<file path="config.mk">
export PLATFORM = sky130hd
export DESIGN_NAME = riscv_mem_arbiter_flat
export DESIGN_NICKNAME = d
export VERILOG_FILES = /design/src/rtl/riscv_mem_arbiter_if.sv /design/src/rtl/riscv_mem_arbiter.sv /design/src/flat_wrapper.sv
export SDC_FILE = /design/constraint.sdc
export NUM_CORES = 1
export LEC_CHECK = 0
export ABC_AREA = 1
export BUFFER_PORTS_ARGS = -buffer_cell sky130_fd_sc_hd__buf_4
export CAP_MARGIN = 20
export CORE_ASPECT_RATIO = 1.75
export CORE_MARGIN = 1
export CORE_UTILIZATION = 39
export CTS_CLUSTER_DIAMETER = 200
export DETAILED_ROUTE_END_ITERATION = 12
export HOLD_SLACK_MARGIN = 0.06
export MAX_ROUTING_LAYER = met4
export PLACE_DENSITY = 0.83
export SLEW_MARGIN = 20
export SYNTH_ARGS = -nofsm -noshare
export SYNTH_HDL_FRONTEND = slang
export SYNTH_SLANG_ARGS = --single-unit
</file>
<file path="constraint.sdc">
create_clock -name clk -period 1.4 [get_ports clk]
set_clock_uncertainty 0.1 [all_clocks]
set_input_delay 0.21 -clock clk [delete_from_list [all_inputs] [get_ports clk]]
set_output_delay 0.21 -clock clk [all_outputs]
set_load 0.05 [all_outputs]
</file>
<file path="src/rtl/riscv_mem_arbiter_if.sv">
// -----------------------------------------------------------------------------
// riscv_mem_arbiter_if
//
// Bundles every bus signal around the single-port memory arbiter: the three
// requester ports (program loader, core load/store, core fetch), the shared
// read-data return, the registered memory command and the core stall flag.
//
// Parameters:
//   ADDR_W - memory word-address width
//   DATA_W - data width
//
// Modports:
//   slave  - the arbiter: samples requests and memory read data, drives
//            grants, rvalids, rdata, the memory command and core_stall
//   master - the surrounding system (requesters + memory), mirror image
// -----------------------------------------------------------------------------
interface riscv_mem_arbiter_if #(
    parameter int ADDR_W = 5,
    parameter int DATA_W = 32
) ();
    // Program loader
    logic              ld_req;
    logic              ld_we;
    logic [ADDR_W-1:0] ld_addr;
    logic [DATA_W-1:0] ld_wdata;
    logic              ld_gnt;
    logic              ld_rvalid;

    // Core load/store
    logic              dm_req;
    logic              dm_we;
    logic [ADDR_W-1:0] dm_addr;
    logic [DATA_W-1:0] dm_wdata;
    logic              dm_gnt;
    logic              dm_rvalid;

    // Core instruction fetch (read only)
    logic              if_req;
    logic [ADDR_W-1:0] if_addr;
    logic              if_gnt;
    logic              if_rvalid;

    // Shared read data, qualified by the *_rvalid strobes
    logic [DATA_W-1:0] rdata;

    // Memory command and read data
    logic              mem_en;
    logic              mem_we;
    logic [ADDR_W-1:0] mem_addr;
    logic [DATA_W-1:0] mem_wdata;
    logic [DATA_W-1:0] mem_rdata;

    // High while the loader owns the memory
    logic              core_stall;

    modport slave (
        input  ld_req, ld_we, ld_addr, ld_wdata,
        input  dm_req, dm_we, dm_addr, dm_wdata,
        input  if_req, if_addr,
        input  mem_rdata,
        output ld_gnt, ld_rvalid,
        output dm_gnt, dm_rvalid,
        output if_gnt, if_rvalid,
        output rdata,
        output mem_en, mem_we, mem_addr, mem_wdata,
        output core_stall
    );

    modport master (
        output ld_req, ld_we, ld_addr, ld_wdata,
        output dm_req, dm_we, dm_addr, dm_wdata,
        output if_req, if_addr,
        output mem_rdata,
        input  ld_gnt, ld_rvalid,
        input  dm_gnt, dm_rvalid,
        input  if_gnt, if_rvalid,
        input  rdata,
        input  mem_en, mem_we, mem_addr, mem_wdata,
        input  core_stall
    );
endinterface

</file>
<file path="src/rtl/riscv_mem_arbiter.sv">
// -----------------------------------------------------------------------------
// riscv_mem_arbiter
//
// Shares one synchronous memory port between the external program loader,
// core load/store and core instruction fetch. Grants are combinational, at
// most one per cycle, with fixed priority loader > load/store > fetch. A
// loader request moves the arbiter into LOAD, where the core is stalled and
// only the loader may be granted until ld_req drops.
//
// The granted request is registered into the memory command (mem_*) at the
// grant edge. Reads carry a 2-bit owner tag through two register stages so
// that the owner's rvalid pulses in the cycle mem_rdata is valid
// (grant N, mem_en N+1, rvalid N+2). Writes carry no tag.
//
// Optional feature (macro RISCV_ARB_STARVE_GUARD_EN):
//   When defined, a counter tracks consecutive cycles in RUN in which fetch
//   asked but was not granted. Once it reaches STARVE_MAX, fetch is promoted
//   above load/store (never above the loader). When undefined, priority is
//   strictly fixed and STARVE_MAX has no effect.
//
// Parameters:
//   ADDR_W     - memory word-address width
//   DATA_W     - data width
//   STARVE_MAX - fetch starvation limit in denied cycles (>= 1)
//
// Ports:
//   clk   - clock, rising edge
//   reset - asynchronous, active-low reset
//   bus   - riscv_mem_arbiter_if.slave: requester, memory and stall signals
// -----------------------------------------------------------------------------
module riscv_mem_arbiter #(
    parameter int ADDR_W     = 5,
    parameter int DATA_W     = 32,
    parameter int STARVE_MAX = 4
) (
    input  logic                 clk,
    input  logic                 reset,
    riscv_mem_arbiter_if.slave   bus
);

    typedef enum logic [0:0] {
        ST_RUN  = 1'b0,
        ST_LOAD = 1'b1
    } state_e;

    // Owner of an outstanding read; OWN_NONE marks an idle slot or a write
    typedef enum logic [1:0] {
        OWN_NONE = 2'd0,
        OWN_LD   = 2'd1,
        OWN_DM   = 2'd2,
        OWN_IF   = 2'd3
    } owner_e;

    state_e             state_q;
    state_e             state_d;

    logic               ld_gnt;
    logic               dm_gnt;
    logic               if_gnt;
    logic               any_gnt;
    logic               starve_hit;

    logic               mem_en_q;
    logic               mem_we_q;
    logic               mem_we_d;
    logic [ADDR_W-1:0]  mem_addr_q;
    logic [ADDR_W-1:0]  mem_addr_d;
    logic [DATA_W-1:0]  mem_wdata_q;
    logic [DATA_W-1:0]  mem_wdata_d;

    owner_e             tag_iss_q;   // owner of the read on the memory port now
    owner_e             tag_iss_d;
    owner_e             tag_ret_q;   // owner of the data on mem_rdata now

    // -------------------------------------------------------------------------
    // Grant selection and state transition
    // -------------------------------------------------------------------------
    always_comb begin
        ld_gnt  = 1'b0;
        dm_gnt  = 1'b0;
        if_gnt  = 1'b0;
        state_d = state_q;

        // Grants are combinational from the requests, so they are gated
        // off while reset is asserted to keep every output at 0.
        if (reset) begin
            unique case (state_q)
                ST_RUN: begin
                    if (bus.ld_req) begin
                        ld_gnt  = 1'b1;
                        state_d = ST_LOAD;
                    end else if (bus.if_req && starve_hit) begin
                        if_gnt = 1'b1;
                    end else if (bus.dm_req) begin
                        dm_gnt = 1'b1;
                    end else if (bus.if_req) begin
                        if_gnt = 1'b1;
                    end
                end
                ST_LOAD: begin
                    ld_gnt = bus.ld_req;
                    if (!bus.ld_req) begin
                        state_d = ST_RUN;
                    end
                end
                default: state_d = ST_RUN;
            endcase
        end
    end

    assign any_gnt = ld_gnt | dm_gnt | if_gnt;

    // -------------------------------------------------------------------------
    // Fetch starvation guard
    // -------------------------------------------------------------------------
`ifdef RISCV_ARB_STARVE_GUARD_EN
    localparam int CNT_W = $clog2(STARVE_MAX + 1);
    localparam logic [CNT_W-1:0] STARVE_LIM = CNT_W'(STARVE_MAX);

    logic [CNT_W-1:0] starve_cnt_q;
    logic [CNT_W-1:0] starve_cnt_d;

    assign starve_hit = (starve_cnt_q == STARVE_LIM);

    // Counts only while fetch is denied in RUN. It saturates at the limit:
    // the only way to be denied at the limit is a loader request, which
    // moves to LOAD and clears the count on the following cycle anyway.
    always_comb begin
        starve_cnt_d = '0;
        if (state_q == ST_RUN && bus.if_req && !if_gnt) begin
            starve_cnt_d = starve_hit ? starve_cnt_q : starve_cnt_q + 1'b1;
        end
    end

    always_ff @(posedge clk or negedge reset) begin
        if (!reset) begin
            starve_cnt_q <= '0;
        end else begin
            starve_cnt_q <= starve_cnt_d;
        end
    end
`else
    // Strict fixed priority: fetch is never promoted. STARVE_MAX is only
    // referenced so the parameter stays part of the interface in this build.
    assign starve_hit = 1'b0 & (STARVE_MAX >= 1);
`endif

    // -------------------------------------------------------------------------
    // Command mux: capture the granted requester's command
    // -------------------------------------------------------------------------
    always_comb begin
        mem_we_d    = 1'b0;
        mem_addr_d  = mem_addr_q;    // address/data hold when idle
        mem_wdata_d = mem_wdata_q;
        tag_iss_d   = OWN_NONE;

        if (ld_gnt) begin
            mem_we_d    = bus.ld_we;
            mem_addr_d  = bus.ld_addr;
            mem_wdata_d = bus.ld_wdata;
            tag_iss_d   = bus.ld_we ? OWN_NONE : OWN_LD;
        end else if (dm_gnt) begin
            mem_we_d    = bus.dm_we;
            mem_addr_d  = bus.dm_addr;
            mem_wdata_d = bus.dm_wdata;
            tag_iss_d   = bus.dm_we ? OWN_NONE : OWN_DM;
        end else if (if_gnt) begin
            mem_addr_d  = bus.if_addr;
            tag_iss_d   = OWN_IF;
        end
    end

    // -------------------------------------------------------------------------
    // State, command and read-return registers
    // -------------------------------------------------------------------------
    // Reset also discards both tag stages, so reads issued before reset
    // never produce an rvalid afterwards.
    always_ff @(posedge clk or negedge reset) begin
        if (!reset) begin
            state_q     <= ST_RUN;
            mem_en_q    <= 1'b0;
            mem_we_q    <= 1'b0;
            mem_addr_q  <= '0;
            mem_wdata_q <= '0;
            tag_iss_q   <= OWN_NONE;
            tag_ret_q   <= OWN_NONE;
        end else begin
            state_q     <= state_d;
            mem_en_q    <= any_gnt;
            mem_we_q    <= mem_we_d;
            mem_addr_q  <= mem_addr_d;
            mem_wdata_q <= mem_wdata_d;
            tag_iss_q   <= tag_iss_d;
            tag_ret_q   <= tag_iss_q;
        end
    end

    // -------------------------------------------------------------------------
    // Outputs
    // -------------------------------------------------------------------------
    assign bus.ld_gnt     = ld_gnt;
    assign bus.dm_gnt     = dm_gnt;
    assign bus.if_gnt     = if_gnt;

    assign bus.ld_rvalid  = (tag_ret_q == OWN_LD);
    assign bus.dm_rvalid  = (tag_ret_q == OWN_DM);
    assign bus.if_rvalid  = (tag_ret_q == OWN_IF);
    assign bus.rdata      = bus.mem_rdata;

    assign bus.mem_en     = mem_en_q;
    assign bus.mem_we     = mem_we_q;
    assign bus.mem_addr   = mem_addr_q;
    assign bus.mem_wdata  = mem_wdata_q;

    assign bus.core_stall = (state_q == ST_LOAD);

endmodule

</file>
<file path="src/flat_wrapper.sv">
// flat-port wrapper written by rule: the top's interface ports become plain ports
module riscv_mem_arbiter_flat 
#(
    parameter int ADDR_W     = 5,
    parameter int DATA_W     = 32,
    parameter int STARVE_MAX = 4
)
  (clk, reset, bus_ld_req, bus_ld_we, bus_ld_addr, bus_ld_wdata, bus_dm_req, bus_dm_we, bus_dm_addr, bus_dm_wdata, bus_if_req, bus_if_addr, bus_mem_rdata, bus_ld_gnt, bus_ld_rvalid, bus_dm_gnt, bus_dm_rvalid, bus_if_gnt, bus_if_rvalid, bus_rdata, bus_mem_en, bus_mem_we, bus_mem_addr, bus_mem_wdata, bus_core_stall);
  riscv_mem_arbiter_if #(.ADDR_W(ADDR_W), .DATA_W(DATA_W)) bus_i ();
  input  logic clk;
  input  logic reset;
  input wire logic [$bits(bus_i.ld_req)-1:0] bus_ld_req;
  input wire logic [$bits(bus_i.ld_we)-1:0] bus_ld_we;
  input wire logic [$bits(bus_i.ld_addr)-1:0] bus_ld_addr;
  input wire logic [$bits(bus_i.ld_wdata)-1:0] bus_ld_wdata;
  input wire logic [$bits(bus_i.dm_req)-1:0] bus_dm_req;
  input wire logic [$bits(bus_i.dm_we)-1:0] bus_dm_we;
  input wire logic [$bits(bus_i.dm_addr)-1:0] bus_dm_addr;
  input wire logic [$bits(bus_i.dm_wdata)-1:0] bus_dm_wdata;
  input wire logic [$bits(bus_i.if_req)-1:0] bus_if_req;
  input wire logic [$bits(bus_i.if_addr)-1:0] bus_if_addr;
  input wire logic [$bits(bus_i.mem_rdata)-1:0] bus_mem_rdata;
  output wire logic [$bits(bus_i.ld_gnt)-1:0] bus_ld_gnt;
  output wire logic [$bits(bus_i.ld_rvalid)-1:0] bus_ld_rvalid;
  output wire logic [$bits(bus_i.dm_gnt)-1:0] bus_dm_gnt;
  output wire logic [$bits(bus_i.dm_rvalid)-1:0] bus_dm_rvalid;
  output wire logic [$bits(bus_i.if_gnt)-1:0] bus_if_gnt;
  output wire logic [$bits(bus_i.if_rvalid)-1:0] bus_if_rvalid;
  output wire logic [$bits(bus_i.rdata)-1:0] bus_rdata;
  output wire logic [$bits(bus_i.mem_en)-1:0] bus_mem_en;
  output wire logic [$bits(bus_i.mem_we)-1:0] bus_mem_we;
  output wire logic [$bits(bus_i.mem_addr)-1:0] bus_mem_addr;
  output wire logic [$bits(bus_i.mem_wdata)-1:0] bus_mem_wdata;
  output wire logic [$bits(bus_i.core_stall)-1:0] bus_core_stall;
  assign bus_i.ld_req = bus_ld_req;
  assign bus_i.ld_we = bus_ld_we;
  assign bus_i.ld_addr = bus_ld_addr;
  assign bus_i.ld_wdata = bus_ld_wdata;
  assign bus_i.dm_req = bus_dm_req;
  assign bus_i.dm_we = bus_dm_we;
  assign bus_i.dm_addr = bus_dm_addr;
  assign bus_i.dm_wdata = bus_dm_wdata;
  assign bus_i.if_req = bus_if_req;
  assign bus_i.if_addr = bus_if_addr;
  assign bus_i.mem_rdata = bus_mem_rdata;
  assign bus_ld_gnt = bus_i.ld_gnt;
  assign bus_ld_rvalid = bus_i.ld_rvalid;
  assign bus_dm_gnt = bus_i.dm_gnt;
  assign bus_dm_rvalid = bus_i.dm_rvalid;
  assign bus_if_gnt = bus_i.if_gnt;
  assign bus_if_rvalid = bus_i.if_rvalid;
  assign bus_rdata = bus_i.rdata;
  assign bus_mem_en = bus_i.mem_en;
  assign bus_mem_we = bus_i.mem_we;
  assign bus_mem_addr = bus_i.mem_addr;
  assign bus_mem_wdata = bus_i.mem_wdata;
  assign bus_core_stall = bus_i.core_stall;
  riscv_mem_arbiter #(.ADDR_W(ADDR_W), .DATA_W(DATA_W), .STARVE_MAX(STARVE_MAX)) u_core (.clk(clk), .reset(reset), .bus(bus_i));
endmodule
</file>
# Yosys cells after proc, flatten, opt, wreduce, memory -nomap -nowiden
# Index checks and enable logic that the tools add are counted.
[totals] reg_bits=44 latch_bits=0 romBits=0 memories=0 input_bits=118 out_inout_bits=78 ram_bits=0
[op_classes] div_mod_pow=0 eq_ne=3 n_mux=24 n_reduce_logical=2 add_sub_neg=0 n_mul=0 shifts=0 bitwise_logic=3 n_lt_le_gt_ge=0
[op_table] operator="$mux 32" count=2
[op_table] operator="$mux 5" count=3
[op_table] operator="$mux 1" count=14
[op_table] operator="$mux 2" count=4
[op_table] operator="$eq 2x2->1 const B" count=2
[op_table] operator="$reduce_bool 3->1" count=1
[op_table] operator="$eq 2x1->1 const B" count=1
[op_table] operator="$or 1x1->1" count=2
[op_table] operator="$pmux 1 s2" count=1
[op_table] operator="$reduce_bool 2->1" count=1
[op_table] operator="$not 1->1" count=1

# Logic depth before layout (Yosys ltp)
[depth] ltp_word=8 mapped_depth=8

# Worst setup path after synthesis
# OpenSTA, ideal clock, no wires.
[synth_path] path_kind="register to register" startpoint="reg u_core.state_q (netlist: u_core.bus.core_stall)" endpoint="reg u_core.tag_iss_q[1]" setup_ns=0.069 stages_incl_launch_ff=7 path_slack_ns=-0.341 period_less_slack_ns=1.741 arrival_time_ns=1.572 cell_sequence="dfrtp_1 nor2_8 nand2_4 buf_2 inv_1 nand2_1 nand2_1"
[synth_via] word_cells_on_any_way=10 cone_classes="mux: 9; bitwise: 1"
[synth_rtl] item="start, declared" line_no="riscv_mem_arbiter.sv:54" text="state_e state_q;"
[synth_rtl] item="start signal, assigned" line_no="riscv_mem_arbiter.sv:188" text="state_q <= state_d;"
[synth_rtl] item="$mux 1" line_no="riscv_mem_arbiter.sv:87" text="unique case (state_q)"
[synth_rtl] item="$mux 1" line_no="riscv_mem_arbiter.sv:86" text="if (reset) begin"
[synth_rtl] item="named net bus_dm_gnt" line_no="flat_wrapper.sv:25" text="output wire logic [$bits(bus_i.dm_gnt)-1:0] bus_dm_gnt;"
[synth_rtl] item="$mux 2" line_no="riscv_mem_arbiter.sv:162" text="end else if (dm_gnt) begin"
[synth_rtl] item="$mux 2" line_no="riscv_mem_arbiter.sv:157" text="if (ld_gnt) begin"
[synth_rtl] item="named net u_core.tag_iss_d[1]" line_no="riscv_mem_arbiter.sv:72" text="owner_e tag_iss_d;"
[synth_rtl] item="end signal, assigned" line_no="riscv_mem_arbiter.sv:193" text="tag_iss_q <= tag_iss_d;"
[synth_rtl] item="end, declared" line_no="riscv_mem_arbiter.sv:71" text="owner_e tag_iss_q;"
# The timed path passes the listed nets, and every way through them passes these cells.
# A chain may end at the register's enable or synchronous reset.

# Worst setup path after layout
[layout_path] startpoint="reg u_core.state_q (netlist: u_core.bus.core_stall)" endpoint="out bus_dm_gnt"
[layout_via] elab_chain_len=2
[layout_rtl] item="$mux 1" line_no="riscv_mem_arbiter.sv:87"
[layout_rtl] item="$mux 1" line_no="riscv_mem_arbiter.sv:86"
[layout_rtl] item="end, declared" line_no="flat_wrapper.sv:25"
# Every way passes these cells.

==> flow_summary.toml <==
[floorplanning]
dieHeight_um = 106.3
coreArea_um2 = 5926
start_util_pct = 40.94
fp.dieArea_um2 = 6552
die_width_um = 61.62
placementRows = 37
ioPinCount = 196

[setup_path]
timing_worst_setup_path_type = "reg -> out"
rr_worst_depth = 7
reg_to_reg_endpoint = "u_core.bus.mem_wdata[24]$_DFFE_PN0P_"
worst_r2r_startpoint = "u_core.bus.core_stall$_DFFE_PN0P_"
crit_path_cell_trace = "nor2_8, nand2_4, clkinvlp_4, buf_8"
cp_slowest_cell = "sky130_fd_sc_hd__dfrtp_2"
critical_path_peak_fanout = 4
setup.worst_path.end = "bus_dm_gnt"
slowest_delay_ns = 0.45
startpoint_type = "flop"
critPathRequiredTime_ns = 1.09
worstSetupEndpointType = "output pin"
ff2ff_setup_slack_ns = -0.04
critical_path_arrival_ns = 1.19
worst_setup_path_startpoint = "u_core.bus.core_stall$_DFFE_PN0P_"

[route]
route.detailed.vias_per_inst = 4.994
dr.pass1.iters = 4
drtIter0Drc = 99
sum_of_routed_wire_length_over_all_layers_um = 7450
routedWlPerCell_um = 15.62
via_count = 2382
drc_errors = 0
detail-route-antenna-nets = 0

[yosys]
synth_largest_type_area_fraction_pct = 45.38
yosys_register_bits = 44
yosysWarningCount = 0
most_common_cell_in_the_synthesized_netlist = "sky130_fd_sc_hd__nor2_1"
synthDistinctLibCells = 21
synth-edff-count = 0
ys_async_sr_fraction_pct = 100.0
yosys-top-cells-area = "sky130_fd_sc_hd__dfrtp_1 45%, sky130_fd_sc_hd__buf_4 12%, sky130_fd_sc_hd__nor2_1 10%, sky130_fd_sc_hd__o21a_1 9.9%, sky130_fd_sc_hd__o21ai_1 5.8%"
post_synth_most_frequent_cells = "67 x sky130_fd_sc_hd__nor2_1, 44 x sky130_fd_sc_hd__dfrtp_1, 38 x sky130_fd_sc_hd__buf_4, 32 x sky130_fd_sc_hd__o21a_1, 28 x sky130_fd_sc_hd__o21ai_1"
yosys.area.top_type = "sky130_fd_sc_hd__dfrtp_1"
synth.avg_cell_area_um2 = 8.634
ys.flop_type = "sky130_fd_sc_hd__dfrtp_1"
ys_seq_area_share_pct = 45.38
synthesis.area_um2 = 2426
nets_in_the_synthesized_netlist = 399
syn-instance-count = 281

[run_status]
violations = "negative setup slack"
run_status = "finished with violations"

[sta]
worst_slew_margin_rel_pct = 62.32
max_slew.worst_pin.slew_ns = 0.5652
setup_violations = 23
fmax_mhz = 667.6
rsz0062_at_grt = "true"
hold_viol = 0
finalWorstSetupSlack_ns = -0.09788
setup_tns_ns = -0.5260
period_minus_slack_ns = 1.498
min_period_over_period_pct = 107.0
slew_viol_final = 0

[clock_tree]
cts-htree-levels = 2
clock_tree_from_tritoncts = "done"
tritoncts.num_buffers = 5
cts.reportedPaths.clkPinSlew_ns = 0.08
clk-insertion-delay-late_ns = 0.29
cts_sinks = 44
clock_path_buffers = 2
clock-root-buffer = "sky130_fd_sc_hd__clkbuf_8"

[grt]
number_of_global_route_vias_before_repair = 2308
grt_first_pass_wirelength_um = 10520
grt_max_degree = 45
grt_overflow_total = 0
grt_util_all_layers_pct = 22.13
antenna_found_initial = 0

[pwr]
pwrdens_nw_per_um2 = 1121
power_leakage_nw = 1.780
vdd_drop_max_mv = 0.5301

[place]
buffer_ports.inserted = 131
finalWeightedCongestion = 0.7967
hpwl_um = 5258

[cells_and_area]
regArea_um2 = 1102
share_of_post_route_cells_with_drive_strength_above_1_pct = 47.62
area_growth_pct = 52.19
multiInputGateArea_um2 = 1036
layout.core_utilization_pct = 62.31
nFillCells = 546
antenna_cells_inserted = 0
final_net_count = 516

[min_path]
min_from = "bus_ld_we"
hold_class = "in -> reg"

[job]
cap_violations = 0
state kept, by name, indices dropped and copies added, names as in the netlist:
signal and count:
u_core.bus.mem_en 1, u_core.bus.mem_wdata 32, u_core.bus.core_stall 1, u_core.tag_iss_q 2
u_core.tag_ret_q 2, u_core.bus.mem_we 1, u_core.bus.mem_addr 5
area by class of cell:
| class | instances | share of cell area [%] |
|---|---|---|
| inverter | 9 | 1.118 |
| tap | 78 | 2.643 |
| multi-input combinational | 182 | 28.06 |
| clock inverter | 2 | 0.2711 |
| clock buffer | 6 | 2.237 |
| sequential | 44 | 29.85 |
| timing repair buffer | 156 | 35.82 |
metrics by stage:
| stage | cells | worst slack, ns | hold slack, ns | area (um2) | total power, W |
|---|---|---|---|---|---|
| 2_1_floorplan | 281 | -0.1085 | -0.1856 | 2441 | 0.002842 |
| 3_3_place_gp | 456 | 0.06851 | 0.2365 | 3319 | 0.003219 |
| 3_5_place_dp | 456 | 0.03614 | 0.2517 | 3319 | 0.003246 |
| 4_1_cts | 466 | -0.1416 | 0.06831 | 3463 | 0.004076 |
| 5_1_grt | 477 | -0.1614 | 0.08783 | 3692 | 0.004345 |
| 6_report | 477 | -0.09788 | 0.07706 | 3692 | 0.004138 |
metal layers:
layer / vias to the layer above / part of all wire, % / GRT usage (%)
li1: 1127 / - / -
met1: 1128 / 34 / 21.00
met2: 83 / 55 / 38.79
met3: 44 / 5.2 / 2.920
met4: 0 / 5.9 / 15.08
met5: - / 0 / -
layout by cell type (no fill, tap or decap), types with 2 or more instances in the layout:
| cell | Yosys | layout |
|---|---|---|
| sky130_fd_sc_hd__clkbuf_8 | 0 | 6 |
| sky130_fd_sc_hd__o21a_1 | 32 | 32 |
| sky130_fd_sc_hd__buf_4 | 38 | 140 |
| sky130_fd_sc_hd__nand3_1 | 15 | 14 |
| sky130_fd_sc_hd__o21ai_2 | 0 | 13 |
| sky130_fd_sc_hd__nand2_4 | 3 | 3 |
| sky130_fd_sc_hd__o21ai_0 | 5 | 4 |
| sky130_fd_sc_hd__buf_8 | 0 | 2 |
| sky130_fd_sc_hd__inv_2 | 2 | 2 |
| sky130_fd_sc_hd__buf_12 | 0 | 5 |
| sky130_fd_sc_hd__clkbuf_16 | 0 | 3 |
| sky130_fd_sc_hd__inv_1 | 7 | 5 |
| sky130_fd_sc_hd__clkinv_2 | 0 | 2 |
| sky130_fd_sc_hd__nand4_1 | 5 | 5 |
| sky130_fd_sc_hd__or2_0 | 2 | 2 |
| sky130_fd_sc_hd__or2_1 | 3 | 3 |
| sky130_fd_sc_hd__buf_6 | 3 | 5 |
| sky130_fd_sc_hd__nand2_1 | 16 | 16 |
| sky130_fd_sc_hd__o21ai_1 | 28 | 16 |
| sky130_fd_sc_hd__nor2_1 | 67 | 67 |
| sky130_fd_sc_hd__nand3_4 | 0 | 2 |
| sky130_fd_sc_hd__dfrtp_1 | 44 | 43 |
| sky130_fd_sc_hd__clkinvlp_4 | 0 | 2 |
power breakdown:
group          internal, W  total [W]  switching (W)
combinational     0.000667    0.00175        0.00109
sequential         0.00146    0.00157       0.000112
clock             0.000394   0.000815       0.000421
critical path, delay by kind of cell (launching register included):
kind,cells,cell delay [ns]
flops,1,0.45
buf+inv,2,0.23
simple gates,2,0.22
what timing repair did:
item | CTS | global route
hold endpoints to repair | 44 | 0
setup buffers | 1 | 6
setup endpoints to repair | 3 | 36
gates cloned | 0 | 5
resized for setup | 7 | 19
pin swaps | 3 | 2
hold buffers | 1 | 0
worst min-delay path by stage:
stage,cells past startpoint,end
2_1_floorplan,0,u_core.bus.core_stall$_DFFE_PN0P_
3_3_place_gp,0,u_core.tag_ret_q[1]$_DFF_PN0_
3_5_place_dp,0,u_core.tag_ret_q[0]$_DFF_PN0_
4_1_cts,4,u_core.tag_iss_q[1]$_DFF_PN0_
5_1_grt,3,u_core.bus.mem_we$_DFF_PN0_
6_report,3,u_core.bus.mem_we$_DFF_PN0_
cells by family after synthesis:
kind of cell | after synthesis | synth area share [%]
AO/OA/AOI/OAI | 66 | 17.02
buffers and inverters | 56 | 15.57
flip-flops | 44 | 45.38
AND/OR/NAND/NOR | 115 | 22.02
No activity file was read; power rests on OpenSTA's default activity.
